File: src/rtl/pipeline_controller.sv
// pipeline_controller: EX decode, branch resolve, MEM/WB controls and RAW flag for a 3-stage pipe
// Optional perf counters are built only when PIPE_CTRL_PERF_EN is defined.
module pipeline_controller #(
  parameter int CNT_W = 32
) (
  input  logic             clk,
  input  logic             rst,
  input  logic [6:0]       inst_control,
  input  logic [9:0]       inst_alu,
  input  logic [4:0]       ex_rs1,
  input  logic [4:0]       ex_rs2,
  input  logic [4:0]       mem_rd,
  input  logic             zero_flag,
  output logic             sel,
  output logic             flush,
  output logic             alu_src,
  output logic [3:0]       alu_op,
  output logic             regwq,
  output logic             memwq,
  output logic             memrq,
  output logic             mem2regq,
  output logic             illegal,
  output logic             raw_hazard,
  output logic [CNT_W-1:0] cycle_cnt,
  output logic [CNT_W-1:0] retired_cnt,
  output logic [CNT_W-1:0] flush_cnt
);
  localparam logic [6:0] OP_R  = 7'b0110011;
  localparam logic [6:0] OP_I  = 7'b0010011;
  localparam logic [6:0] OP_LW = 7'b0000011;
  localparam logic [6:0] OP_SW = 7'b0100011;
  localparam logic [6:0] OP_BR = 7'b1100011;
  localparam logic [3:0] A_AND = 4'b0000;
  localparam logic [3:0] A_OR  = 4'b0001;
  localparam logic [3:0] A_ADD = 4'b0010;
  localparam logic [3:0] A_XOR = 4'b0011;
  localparam logic [3:0] A_SLL = 4'b0100;
  localparam logic [3:0] A_SRL = 4'b0101;
  localparam logic [3:0] A_SUB = 4'b0110;
  localparam logic [3:0] A_SRA = 4'b0111;
  localparam logic [3:0] A_SLT = 4'b1000;
  logic [6:0] f7;
  logic [2:0] f3;
  logic       ex_valid_q, ex_valid_d;
  logic [3:0] mw_q, mw_d;
  logic [3:0] f_op, r_op, dec_op, dec_ctl;
  logic       r_ok, dec_src, dec_ill, dec_br, dec_rs2, taken;
  assign f7 = inst_alu[9:3];
  assign f3 = inst_alu[2:0];
  always_comb begin
    f_op = A_ADD;
    case (f3)
      3'b001:         f_op = A_SLL;
      3'b010, 3'b011: f_op = A_SLT;
      3'b100:         f_op = A_XOR;
      3'b101:         f_op = f7[5] ? A_SRA : A_SRL;
      3'b110:         f_op = A_OR;
      3'b111:         f_op = A_AND;
      default:        f_op = A_ADD;
    endcase
  end
  assign r_ok = (f7 == 7'b0000000) | ((f7 == 7'b0100000) & ((f3 == 3'b000) | (f3 == 3'b101)));
  assign r_op = (f7[5] & (f3 == 3'b000)) ? A_SUB : f_op;
  // ctl order is {regw, memw, memr, mem2reg}; illegal and branch leave it zero
  always_comb begin
    dec_src = 1'b0;
    dec_op  = A_AND;
    dec_ctl = 4'b0000;
    dec_ill = 1'b0;
    dec_br  = 1'b0;
    dec_rs2 = 1'b0;
    case (inst_control)
      OP_R: begin
        dec_rs2 = 1'b1;
        dec_ill = ~r_ok;
        dec_op  = r_ok ? r_op : A_AND;
        dec_ctl = r_ok ? 4'b1000 : 4'b0000;
      end
      OP_I: begin
        dec_src = 1'b1;
        dec_op  = f_op;
        dec_ctl = 4'b1000;
      end
      OP_LW: begin
        dec_src = 1'b1;
        dec_op  = A_ADD;
        dec_ctl = 4'b1011;
      end
      OP_SW: begin
        dec_src = 1'b1;
        dec_op  = A_ADD;
        dec_ctl = 4'b0100;
        dec_rs2 = 1'b1;
      end
      OP_BR: begin
        dec_rs2 = 1'b1;
        dec_br  = (f3[2:1] == 2'b00);
        dec_ill = (f3[2:1] != 2'b00);
        dec_op  = dec_br ? A_SUB : A_AND;
      end
      default: dec_ill = 1'b1;
    endcase
  end
  assign taken      = ex_valid_q & dec_br & (zero_flag ^ f3[0]);
  assign sel        = taken;
  assign flush      = taken;
  assign alu_src    = ex_valid_q & dec_src;
  assign alu_op     = ex_valid_q ? dec_op : A_AND;
  assign illegal    = ex_valid_q & dec_ill;
  assign raw_hazard = ex_valid_q & regwq & (mem_rd != 5'd0) &
                      ((mem_rd == ex_rs1) | (dec_rs2 & (mem_rd == ex_rs2)));
  assign ex_valid_d = ~taken;
  assign mw_d       = ex_valid_q ? dec_ctl : 4'b0000;
  assign {regwq, memwq, memrq, mem2regq} = mw_q;
  always_ff @(posedge clk) begin
    if (rst) begin
      ex_valid_q <= 1'b0;
      mw_q       <= 4'b0000;
    end else begin
      ex_valid_q <= ex_valid_d;
      mw_q       <= mw_d;
    end
  end
`ifdef PIPE_CTRL_PERF_EN
  logic             mv_q;
  logic [CNT_W-1:0] cyc_q, ret_q, fl_q;
  always_ff @(posedge clk) begin
    if (rst) begin
      mv_q  <= 1'b0;
      cyc_q <= '0;
      ret_q <= '0;
      fl_q  <= '0;
    end else begin
      mv_q  <= ex_valid_q & ~dec_ill;
      cyc_q <= cyc_q + 1'b1;
      ret_q <= ret_q + CNT_W'(mv_q);
      fl_q  <= fl_q + CNT_W'(taken);
    end
  end
  assign cycle_cnt   = cyc_q;
  assign retired_cnt = ret_q;
  assign flush_cnt   = fl_q;
`else
  assign cycle_cnt   = '0;
  assign retired_cnt = '0;
  assign flush_cnt   = '0;
`endif
endmodule

File: config.mk
export PLATFORM = sky130hd
export DESIGN_NAME = pipeline_controller
export DESIGN_NICKNAME = d
export VERILOG_FILES = /design/src/rtl/pipeline_controller.sv
export SDC_FILE = /design/constraint.sdc
export NUM_CORES = 1
export LEC_CHECK = 0
export ABC_AREA = 1
export BUFFER_PORTS_ARGS = -buffer_cell sky130_fd_sc_hd__buf_2
export CAP_MARGIN = 10
export CORE_UTILIZATION = 39
export CTS_BUF_LIST = sky130_fd_sc_hd__clkbuf_4 sky130_fd_sc_hd__clkbuf_8
export CTS_CLUSTER_SIZE = 40
export DETAILED_ROUTE_END_ITERATION = 8
export GPL_TIMING_DRIVEN = 0
export PLACE_DENSITY = 0.88
export SLEW_MARGIN = 20
export SYNTH_ARGS = -nofsm -noshare
export SYNTH_HDL_FRONTEND = slang
export SYNTH_SLANG_ARGS = --single-unit
File: constraint.sdc
create_clock -name clk -period 1.8 [get_ports clk]
set_input_delay 0.27 -clock clk [delete_from_list [all_inputs] [get_ports clk]]
set_output_delay 0.27 -clock clk [all_outputs]
set_load 0.005 [all_outputs]
; Yosys cells after proc, flatten, opt, wreduce, memory -nomap -nowiden
; Cells that the tools add are included.
[classes]
mux = 13
eq_ne = 15
n_bitwise = 17
n_reduce_logical = 10
[ops]
columns = op, n
row1 = case mux 4 bit (4 select lines), 2
row2 = case mux 4 bit (6 select lines), 1
row3 = equality test 7 x 6 -> 1 bit (second input constant), 3
row4 = two-way mux 4 bit, 4
row5 = equality test 3 bit (second input constant), 4
row6 = bitwise AND 1 bit, 10
row7 = equality test 5 bit, 2
row8 = equality test 7 x 2 -> 1 bit (second input constant), 1
row9 = equality test 7 x 5 -> 1 bit (second input constant), 1
row10 = equality test 7 bit (second input constant), 1
row11 = zero test 7 bit, 1
row12 = equality test 3 x 2 -> 1 bit (second input constant), 2
row13 = OR reduction 2 bit, 3
row14 = OR reduction 3 bit, 2
row15 = nonzero test 5 bit, 1
row16 = equality test 3 x 1 -> 1 bit (second input constant), 1
row17 = zero test 3 bit, 1
row18 = two-way mux 1 bit, 3
row19 = two-way mux 3 bit, 1
row20 = NOT 1 bit, 3
row21 = OR 1 bit, 3
row22 = case mux 1 bit (3 select lines), 1
row23 = zero test 2 bit, 1
row24 = two-way mux 2 bit, 1
row25 = 2 further kinds, 2
[word_totals]
register_bits = 5
word_cells = 57
output_inout_bits = 109
inputBits = 35

; Logic depth before layout (Yosys ltp)
; Gate-level depths: netlist of the first run.
[depth]
ltp_word = 7
mapped_depth = 9
depth_no_buf = 9

; Least setup slack after synthesis of the first run
; Ideal clock, no wire load.
[synth_path]
path_type = input -> output
startpoint = input port inst_control[1]
endpoint = output port sel
path_stages = 5
path_slack_ps = 487
t_arrival_ps = 1043
path_buffers = 1
t_required_ps = 1530
path_cell_list = nand2_1 > nor2_2 > nand3_2 > a211oi_2 > buf_4
[synth_between]
elab_chain_cells = 4
[synth_rtl]
columns = element, line_no
row1 = start: declaration, 8  ; input logic [6:0] inst_control,
row2 = equality test 7 bit, 72  ; case (inst_control)
row3 = two-way mux 1 bit, 72
row4 = bitwise AND 1 bit (2 in a row), 104  ; assign taken = ex_valid_q & dec_br & (zero_flag ^ f3[0]);
row5 = end: declaration, 14  ; output logic sel,
; No other way between the ends.

; Final worst setup path of the first run
[layout_path]
startpoint = input port inst_control[2]
endpoint = output port sel
; Same word-level chain as after synthesis.

==> impl_metrics.tcl, run 1 <==
set metrics [dict create \
    outcome "finished, final reports clean" \
    dp_hpwl_mm 2.84 \
    synth_top_family_by_area "buffers and inverters" \
    p_leak_nw 1.40 \
    clockBufferDepth 2 \
    fp.dieArea_mm2 0.00377 \
    cts_max_level 1 \
    synthSimpleGateAreaFrac_pct 24.4 \
    worst-setup-path-type "in2out" \
    antenna_found_initial 0 \
    cts_resized 0 \
    layout-drive-gt1-share_pct 43.2 \
    use_met3_pct 3.15 \
    antenna_left 0 \
    cts_hold_buf 0 \
    grt_max_degree 7 \
    multi_input_area_um2 822 \
    netlist.area_leader.share_pct 53.5 \
    insertion_delay_ps 230 \
    row_count 21 \
    core_mm2 0.00336 \
    synth_area_leaders "buf_4, nand2_1, inv_1, dfxtp_1, nor2_1" \
    finalMaxSlewViolations 0 \
    fin_hold_ws_ps 208 \
    die_y_um 61.4 \
    p_per_area_mw_per_mm2 259 \
    post_cts.repair.setup_buffers 0 \
    ys_ff_latch 4 \
    synthCells 221 \
    globalplace.congestion 0.908 \
    vias 1456 \
    syn_area_mm2 0.00138 \
    cts_tree "done" \
    critPathCaptureType "output port" \
    yosys.area.top_type "buf_4" \
    synth_fa_ha_area_share_pct 0 \
    wirelength_mm 3.05 \
    avgRoutedWirePerCell_um 7.40 \
    start_util_pct 40.9 \
    drc_errors 0 \
    layout.area.seq_um2 80.1 \
    mostFrequentLayoutCells "buf_4, conb_1, buf_2" \
    busiest_layer "met2" \
    fin_skew_ps 2.43 \
    numPortBuffers 47 \
    grt_pass1_wl_mm 4.12 \
    hold_viol 0 \
    cp-start-kind "input pin" \
    arrival_ps 1310 \
    tns_ps 0 \
    min_period_ps 1580 \
    gr-usage-all-layers_pct 14.4 \
    fmax_ghz 0.633 \
    ys_warn_count 0 \
    path_clk_slew_ps 40 \
    dr.pass1.iters 4 \
    drtIter0Drc 47 \
    globalRouteMet2Util_pct 30.9 \
    cp_data_required_time_ps 1530 \
    fill_cells 328 \
    root_buffer "clkbuf_4" \
    cts_num_sinks 4 \
    avgSynthCellArea_um2 6.22 \
    boundaryPins 144 \
    drv_cap 0 \
    use_met1_pct 12.3 \
    die_width_um 61.4 \
    cts_inserted_buffers 3 \
    finalSetupViolations 0 \
    crit_fanout 6 \
    viasPerCell 3.53 \
    finalNetCount 403 \
    area_delta_synth_final_pct 48.9 \
    synth_xor_area_share_pct 3.18 \
    ys_seq_area_share_pct 5.82 \
    synth_mux_area_share_pct 0 \
    grt_remaining_overflow 0 \
    timing.final.crit_share_pct 87.8 \
    final_common_cell "buf_4" \
    rsz0062_at_grt "false" \
    synth_compound_area_share_pct 6.01 \
    hp-class "in2reg" \
    synth_cell_types 21 \
    antennaDiodeCount 0 \
    vdd_drop_max_uv 114 \
    first_global_vias 1118 \
]
## cells in the mapped netlist
library cell  number
nand3_1           12
dfxtp_1            4
inv_1             24
nand3_2            2
nor2_2             4
nand2_2            1
xnor2_1            3
nor2_1            21
a21oi_1            4
xor2_1             2
inv_2              1
or2_2              1
nor3_1             4
o21ai_0            6
o22ai_1            2
nand4_1            4
buf_4             98
conb_1             1
a211oi_2           1
nand2_1           25
o211ai_1           1
## path summary, 6_finish.rpt
kind	start	end	slack (ps)	depth (start not counted)
setup / recovery	inst_control[2]	sel	220	8
hold / removal	rst	ex_valid_q$_SDFF_PP0_	210	2
setup reg to reg	ex_valid_q$_SDFF_PP0_	mw_q[1]$_SDFF_PP0_	720	3
hold reg to reg	ex_valid_q$_SDFF_PP0_	ex_valid_q$_SDFF_PP0_	630	3
## logic make-up (layout without fill, tap and decap cells)
logic type      after synthesis  after routing
compound gates               14             14
flops                         4              4
buf+inv                     123            173
simple gates                 74             74
xor+xnor                      5              5
other cells                   1             96
## layout make-up
class,instances,share of cell area [%]
multi-input combinational,189,40.2
buffer,98,35.9
timing repair buffer,47,11.5
inverter,25,4.58
sequential,4,3.91
tap,46,2.81
clock buffer,3,1.10
## power breakdown
| group | switching (mW) | internal [mW] |
|---|---|---|
| Sequential | 0.00169 | 0.0905 |
| Clock | 0.0354 | 0.0745 |
| Combinational | 0.144 | 0.184 |
## layer usage
metal  up-vias  wire [µm]
li1        780          -
met1       583        944
met2        89       1720
met3         4        358
met4         0         22
met5         -          0
## sequential cells by signal, indices dropped and copies added (netlist names)
| signal | count |
|---|---|
| mw_q | 3 |
| ex_valid_q | 1 |
## through the flow
stage	worst slack, ps	cell area, µm²	std cells	power, mW	util [%]
2_1_floorplan	487	1730	316	0.347	-
3_3_place_gp	235	2020	409	0.405	60.2
3_5_place_dp	202	2020	409	0.410	60.2
4_1_cts	213	2050	412	0.524	60.9
5_1_grt	109	2050	412	0.586	60.9
6_report	219	2050	412	0.531	60.9
## critical path: stages
cell and delay, ps:
buf_2 100, inv_1 40, nand2_1 50, nor2_2 220
nand3_2 150, a211oi_2 230, buf_4 150, buf_2 100
Note: power is estimated with default switching activity, not from simulation.
==> inputs of run 2 (changes only) <==
--- a/config.mk
+++ b/config.mk
@@ -8,12 +8,12 @@
 export ABC_AREA = 1
 export BUFFER_PORTS_ARGS = -buffer_cell sky130_fd_sc_hd__buf_2
 export CAP_MARGIN = 10
-export CORE_UTILIZATION = 39
+export CORE_UTILIZATION = 37
 export CTS_BUF_LIST = sky130_fd_sc_hd__clkbuf_4 sky130_fd_sc_hd__clkbuf_8
-export CTS_CLUSTER_SIZE = 40
+export CTS_CLUSTER_SIZE = 30
 export DETAILED_ROUTE_END_ITERATION = 8
 export GPL_TIMING_DRIVEN = 0
-export PLACE_DENSITY = 0.88
+export PLACE_DENSITY = 0.82
 export SLEW_MARGIN = 20
 export SYNTH_ARGS = -nofsm -noshare
 export SYNTH_HDL_FRONTEND = slang
==> constraint.sdc (replaced) <==
create_clock -name clk -period 1.46 [get_ports clk]
set_input_delay 0.219 -clock clk [delete_from_list [all_inputs] [get_ports clk]]
set_output_delay 0.219 -clock clk [all_outputs]
set_load 0.005 [all_outputs]
==> impl_metrics.tcl, run 2 (synthesized netlist as in run 1, its figures left out) <==
set metrics [dict create \
    outcome "finished with violations" \
    violations "negative setup slack" \
    grt_max_degree 7 \
    cts_hold_buf 0 \
    antennaDiodeCount 0 \
    wl_met2_mm 1.73 \
    cp_data_required_time_ps 1240 \
    dr.pass1.iters 4 \
    viasPerCell 3.55 \
    die_width_um 63.0 \
    drc_errors 0 \
    mostFrequentLayoutCells "buf_4, conb_1, buf_2" \
    final_common_cell "buf_4" \
    fill_cells 354 \
    cp-start-kind "input pin" \
    vdd_drop_max_uv 207 \
    path_clk_slew_ps 30 \
    wirelength_mm 3.20 \
    p_leak_nw 1.43 \
    grt_pass1_wl_mm 4.80 \
    clockBufferDepth 2 \
    cp_top_family "simple AND/OR/NAND/NOR gates" \
    dpl_worst_slack_ps -23.6 \
    worst-setup-path-type "in2out" \
    path_buf_inv 4 \
    drv_cap 0 \
    fin_skew_ps 0.607 \
    grt_remaining_overflow 0 \
    hp-class "in2reg" \
    multi_input_area_um2 885 \
    p_per_area_mw_per_mm2 359 \
    dp_hpwl_mm 2.74 \
    area_delta_synth_final_pct 57.4 \
    core_mm2 0.00344 \
    reg.largest.list "mw_q x3, ex_valid_q x1" \
    cts_num_sinks 4 \
    finalMaxSlewViolations 0 \
    cts_max_level 1 \
    finalNetCount 406 \
    largest_register_ffs 3 \
    fp.dieArea_mm2 0.00396 \
    crit_slowest_cell "nor2_1" \
    dr.max_layer_used "met4" \
    die_y_um 63.0 \
    crit_chain "buf_2 > nor2_1 > inv_1 > o21ai_0 > nand3_1 > nand3_1 > nand2_1 > inv_1 > buf_2" \
    vias 1473 \
    critPathCaptureType "output port" \
    start_util_pct 39.9 \
    drtIter0Drc 24 \
    globalplace.congestion 0.878 \
    arrival_ps 1240 \
    antenna_left 0 \
    wl_met1_mm 1.06 \
    insertion_delay_ps 220 \
    timing.final.crit_share_pct 100 \
    routed-wl-met3_um 346 \
    cp_slowest_stage_delay_ps 270 \
    worst_slack_ps -2.30 \
    fmax_ghz 0.684 \
    cts_tree "done" \
    boundaryPins 144 \
    fin_util_pct 62.9 \
    row_count 21 \
    numPortBuffers 47 \
    top_register "mw_q" \
    fin_area_mm2 0.00216 \
    avgRoutedWirePerCell_um 7.71 \
    finalSetupViolations 1 \
    rsz0062_at_grt "true" \
    antenna_found_initial 0 \
    cts_inserted_buffers 3 \
    hold_viol 0 \
    root_buffer "clkbuf_8" \
    min_period_ps 1460 \
    crit_fanout 5 \
    first_global_vias 1230 \
    layout.area.seq_um2 81.3 \
    dpl_cell_area_mm2 0.00202 \
    layout-drive-gt1-share_pct 48.0 \
    gr-usage-all-layers_pct 15.0 \
]
[run 2: layout make-up]
| type | instances | area share (%) |
|---|---|---|
| tap | 46 | 2.66 |
| multi-input combinational | 189 | 40.9 |
| inverter | 25 | 4.34 |
| sequential | 4 | 3.76 |
| buffer | 97 | 33.6 |
| clock buffer | 3 | 1.91 |
| timing repair buffer | 51 | 12.8 |
[run 2: metrics by stage]
step	TNS, ps	hold slack [ps]	cells	power, mW
global route	-334	180	415	0.841
detailed placement	-23.6	401	409	0.504
CTS	0	169	413	0.747
finish	-2.30	175	415	0.777
global placement	-11.8	393	409	0.500
floorplan	0	291	316	0.428
[run 2: path summary, 6_finish.rpt]
check / from / endpoint / slack [ps] / depth (start not counted)
max: inst_alu[2] / alu_op[2] / -2 / 9
min: rst / ex_valid_q$_SDFF_PP0_ / 180 / 2
max reg2reg: ex_valid_q$_SDFF_PP0_ / ex_valid_q$_SDFF_PP0_ / 450 / 4
min reg2reg: ex_valid_q$_SDFF_PP0_ / mw_q[3]$_SDFF_PP0_ / 670 / 3
[run 2: repair_timing]
item,4_1_cts,5_1_grt
setup buffers,1,3
resized for setup,3,25
pin swaps,1,13
endpoints found under the setup margin,2,8
[run 2: layer usage]
metal	GRT usage, %	vias to the layer above
met5	0	-
met4	8.43	0
met3	5.11	4
met2	29.3	79
met1	13.1	601
li1	-	789
[run 2: power breakdown]
part	switching, mW	leakage (nW)	internal, mW	total (mW)
clock network	0.0592	0.0216	0.176	0.235
logic	0.191	1.37	0.237	0.427
registers	0.00241	0.0326	0.112	0.115
[run 2: worst reg2reg max path, cell delays in order, from the launching register on]
cell,delay [ps]
dfxtp_2,360
o21ai_1,120
a211oi_4,240
buf_4,140
nor2_1,30
==> inputs of run 3 (changes only) <==
--- a/config.mk
+++ b/config.mk
@@ -14,6 +14,7 @@
 export DETAILED_ROUTE_END_ITERATION = 8
 export GPL_TIMING_DRIVEN = 0
 export PLACE_DENSITY = 0.82
+export RECOVER_POWER = 50
 export SLEW_MARGIN = 20
 export SYNTH_ARGS = -nofsm -noshare
 export SYNTH_HDL_FRONTEND = slang
==> constraint.sdc (replaced) <==
create_clock -name clk -period 1.46 [get_ports clk]
set_input_delay 0.219 -clock clk [delete_from_list [all_inputs] [get_ports clk]]
set_output_delay 0.219 -clock clk [all_outputs]
set_load 0.05 [all_outputs]
==> impl_metrics.tcl, run 3 (synthesized netlist as in run 1, its figures left out) <==
set metrics [dict create \
    cp_slowest_stage_delay_ps 260 \
    cp_top_family "buffers and inverters" \
    p_per_area_mw_per_mm2 554 \
    worst-setup-path-type "in2out" \
    avgRoutedWirePerCell_um 7.83 \
    timing.final.crit_share_pct 103 \
    vias 1485 \
    gr-usage-all-layers_pct 15.3 \
    antennaDiodeCount 0 \
    area_delta_synth_final_pct 71.9 \
    cts_inserted_buffers 3 \
    grt_pass1_wl_mm 5.08 \
    dp_hpwl_mm 2.75 \
    path_clk_slew_ps 30 \
    max_slew_margin_pct 60.1 \
    cts_max_level 1 \
    root_buffer "clkbuf_8" \
    dr.pass1.iters 4 \
    row_count 21 \
    grt_remaining_overflow 0 \
    critPathCaptureType "output port" \
    finalNetCount 411 \
    insertion_delay_ps 210 \
    finalNonFillerCells 420 \
    reg.largest.list "mw_q x3, ex_valid_q x1" \
    clockBufferDepth 2 \
    dp.cells 409 \
    crit_top_cell "buf_8" \
    viasPerCell 3.54 \
    numPortBuffers 47 \
    wirelength_mm 3.29 \
    top_register "mw_q" \
    grt_max_degree 7 \
    finalMaxSlewViolations 0 \
    crit_chain "buf_8 > inv_2 > nand2_2 > nor2_4 > nand3_4 > a211oi_4 > buf_4 > buf_8" \
    layout-drive-gt1-share_pct 51.6 \
    mostFrequentLayoutCells "buf_4, conb_1, buf_2" \
    fp.dieArea_mm2 0.00396 \
    antenna_left 0 \
    p_leak_nw 1.50 \
    finalSetupViolations 1 \
    hp-class "in2reg" \
    tightest_slew_ps 601 \
    start_util_pct 39.9 \
    core_mm2 0.00344 \
    path_buf_inv 4 \
    rsz0062_at_grt "true" \
    min_period_ps 1510 \
    drc_errors 0 \
    arrival_ps 1290 \
    boundaryPins 144 \
    drv_cap 0 \
    die_y_um 63.0 \
    fin_skew_ps 0.852 \
    hold_viol 0 \
    crit_slowest_cell "a211oi_4" \
    outcome "finished with violations" \
    violations "negative setup slack" \
    fmax_ghz 0.664 \
    cts_hold_buf 0 \
    worst_slack_ps -45.6 \
    first_global_vias 1270 \
    cp_data_required_time_ps 1240 \
    crit_fanout 5 \
    die_width_um 63.0 \
    cts_tree "done" \
    final_common_cell "buf_4" \
    antenna_found_initial 0 \
    cp-start-kind "input pin" \
    cts_num_sinks 4 \
    drtIter0Drc 14 \
    reg2reg_slack_ps 430 \
    vdd_drop_max_uv 345 \
    fill_cells 322 \
    p_total_mw 1.31 \
    globalplace.congestion 0.842 \
    largest_register_ffs 3 \
]
[run 3: cell count changes in the layout (fill, tap and decap cells not counted), moves of 2 or more]
cell,before,now
buf_2,45,28
buf_4,101,110
buf_6,2,7
nor2_1,19,14
buf_8,0,4
inv_1,19,15
nand2_4,0,4
a21oi_1,4,1
a21oi_2,0,3
clkbuf_1,0,3
inv_4,0,3
nand2_2,8,5
nor2_4,4,7
nor2_2,2,4
[run 3: metal layers]
metal | routed length, µm | global-route usage, % | vias to the layer above
met5 | 0 | 0 | -
met3 | 342 | 3.10 | 0
met2 | 1800 | 31.7 | 79
met1 | 1150 | 14.6 | 609
met4 | 0 | 4.36 | 0
li1 | - | - | 797
[run 3: layout make-up]
class / count / area (µm²) / share of cell area, %
multi-input combinational: 189 / 958 / 40.6
inverter: 25 / 101 / 4.29
tap: 46 / 57.6 / 2.44
timing repair buffer: 55 / 388 / 16.4
clock buffer: 3 / 41.3 / 1.75
sequential: 4 / 81.3 / 3.44
buffer: 98 / 736 / 31.1
[run 3: through the flow]
| stage | util (%) | setup WS (ps) | hold slack, ps | cell area [µm²] | TNS (ps) |
|---|---|---|---|---|---|
| after global placement | 59.5 | -174 | 389 | 2050 | -832 |
| final | 68.7 | -45.6 | 168 | 2360 | -45.6 |
| after detailed placement | 59.5 | -183 | 395 | 2050 | -899 |
| after global routing | 68.7 | -104 | 171 | 2360 | -347 |
| after floorplan | - | -223 | 291 | 1760 | -256 |
| after CTS | 65.8 | -26.8 | 165 | 2260 | -26.8 |
[run 3: worst reg2reg max path, stage by stage, from the launching register on]
cell	delay [ps]
dfxtp_2	360
inv_1	90
or2_2	300
nor3_1	190
[run 3: power by group]
group	internal [mW]	switching, mW	leakage (nW)
sequential	0.112	0.00241	0.0326
clock	0.175	0.0489	0.0216
combinational	0.276	0.694	1.44
total	0.563	0.746	1.50
[run 3: final timing paths]
path / start / depth (start not counted) / end
worst max-delay path: inst_control[3] / 8 / sel
worst min-delay path: rst / 2 / ex_valid_q$_SDFF_PP0_
worst max register to register: ex_valid_q$_SDFF_PP0_ / 3 / mw_q[1]$_SDFF_PP0_
worst min register to register: ex_valid_q$_SDFF_PP0_ / 3 / mw_q[3]$_SDFF_PP0_
[run 3: what timing repair did]
item | CTS | global route
cloned | 0 | 0
setup endpoints to repair | 7 | 9
pin swaps | 12 | 19
gates resized for setup | 46 | 28
buffers inserted | 5 | 3
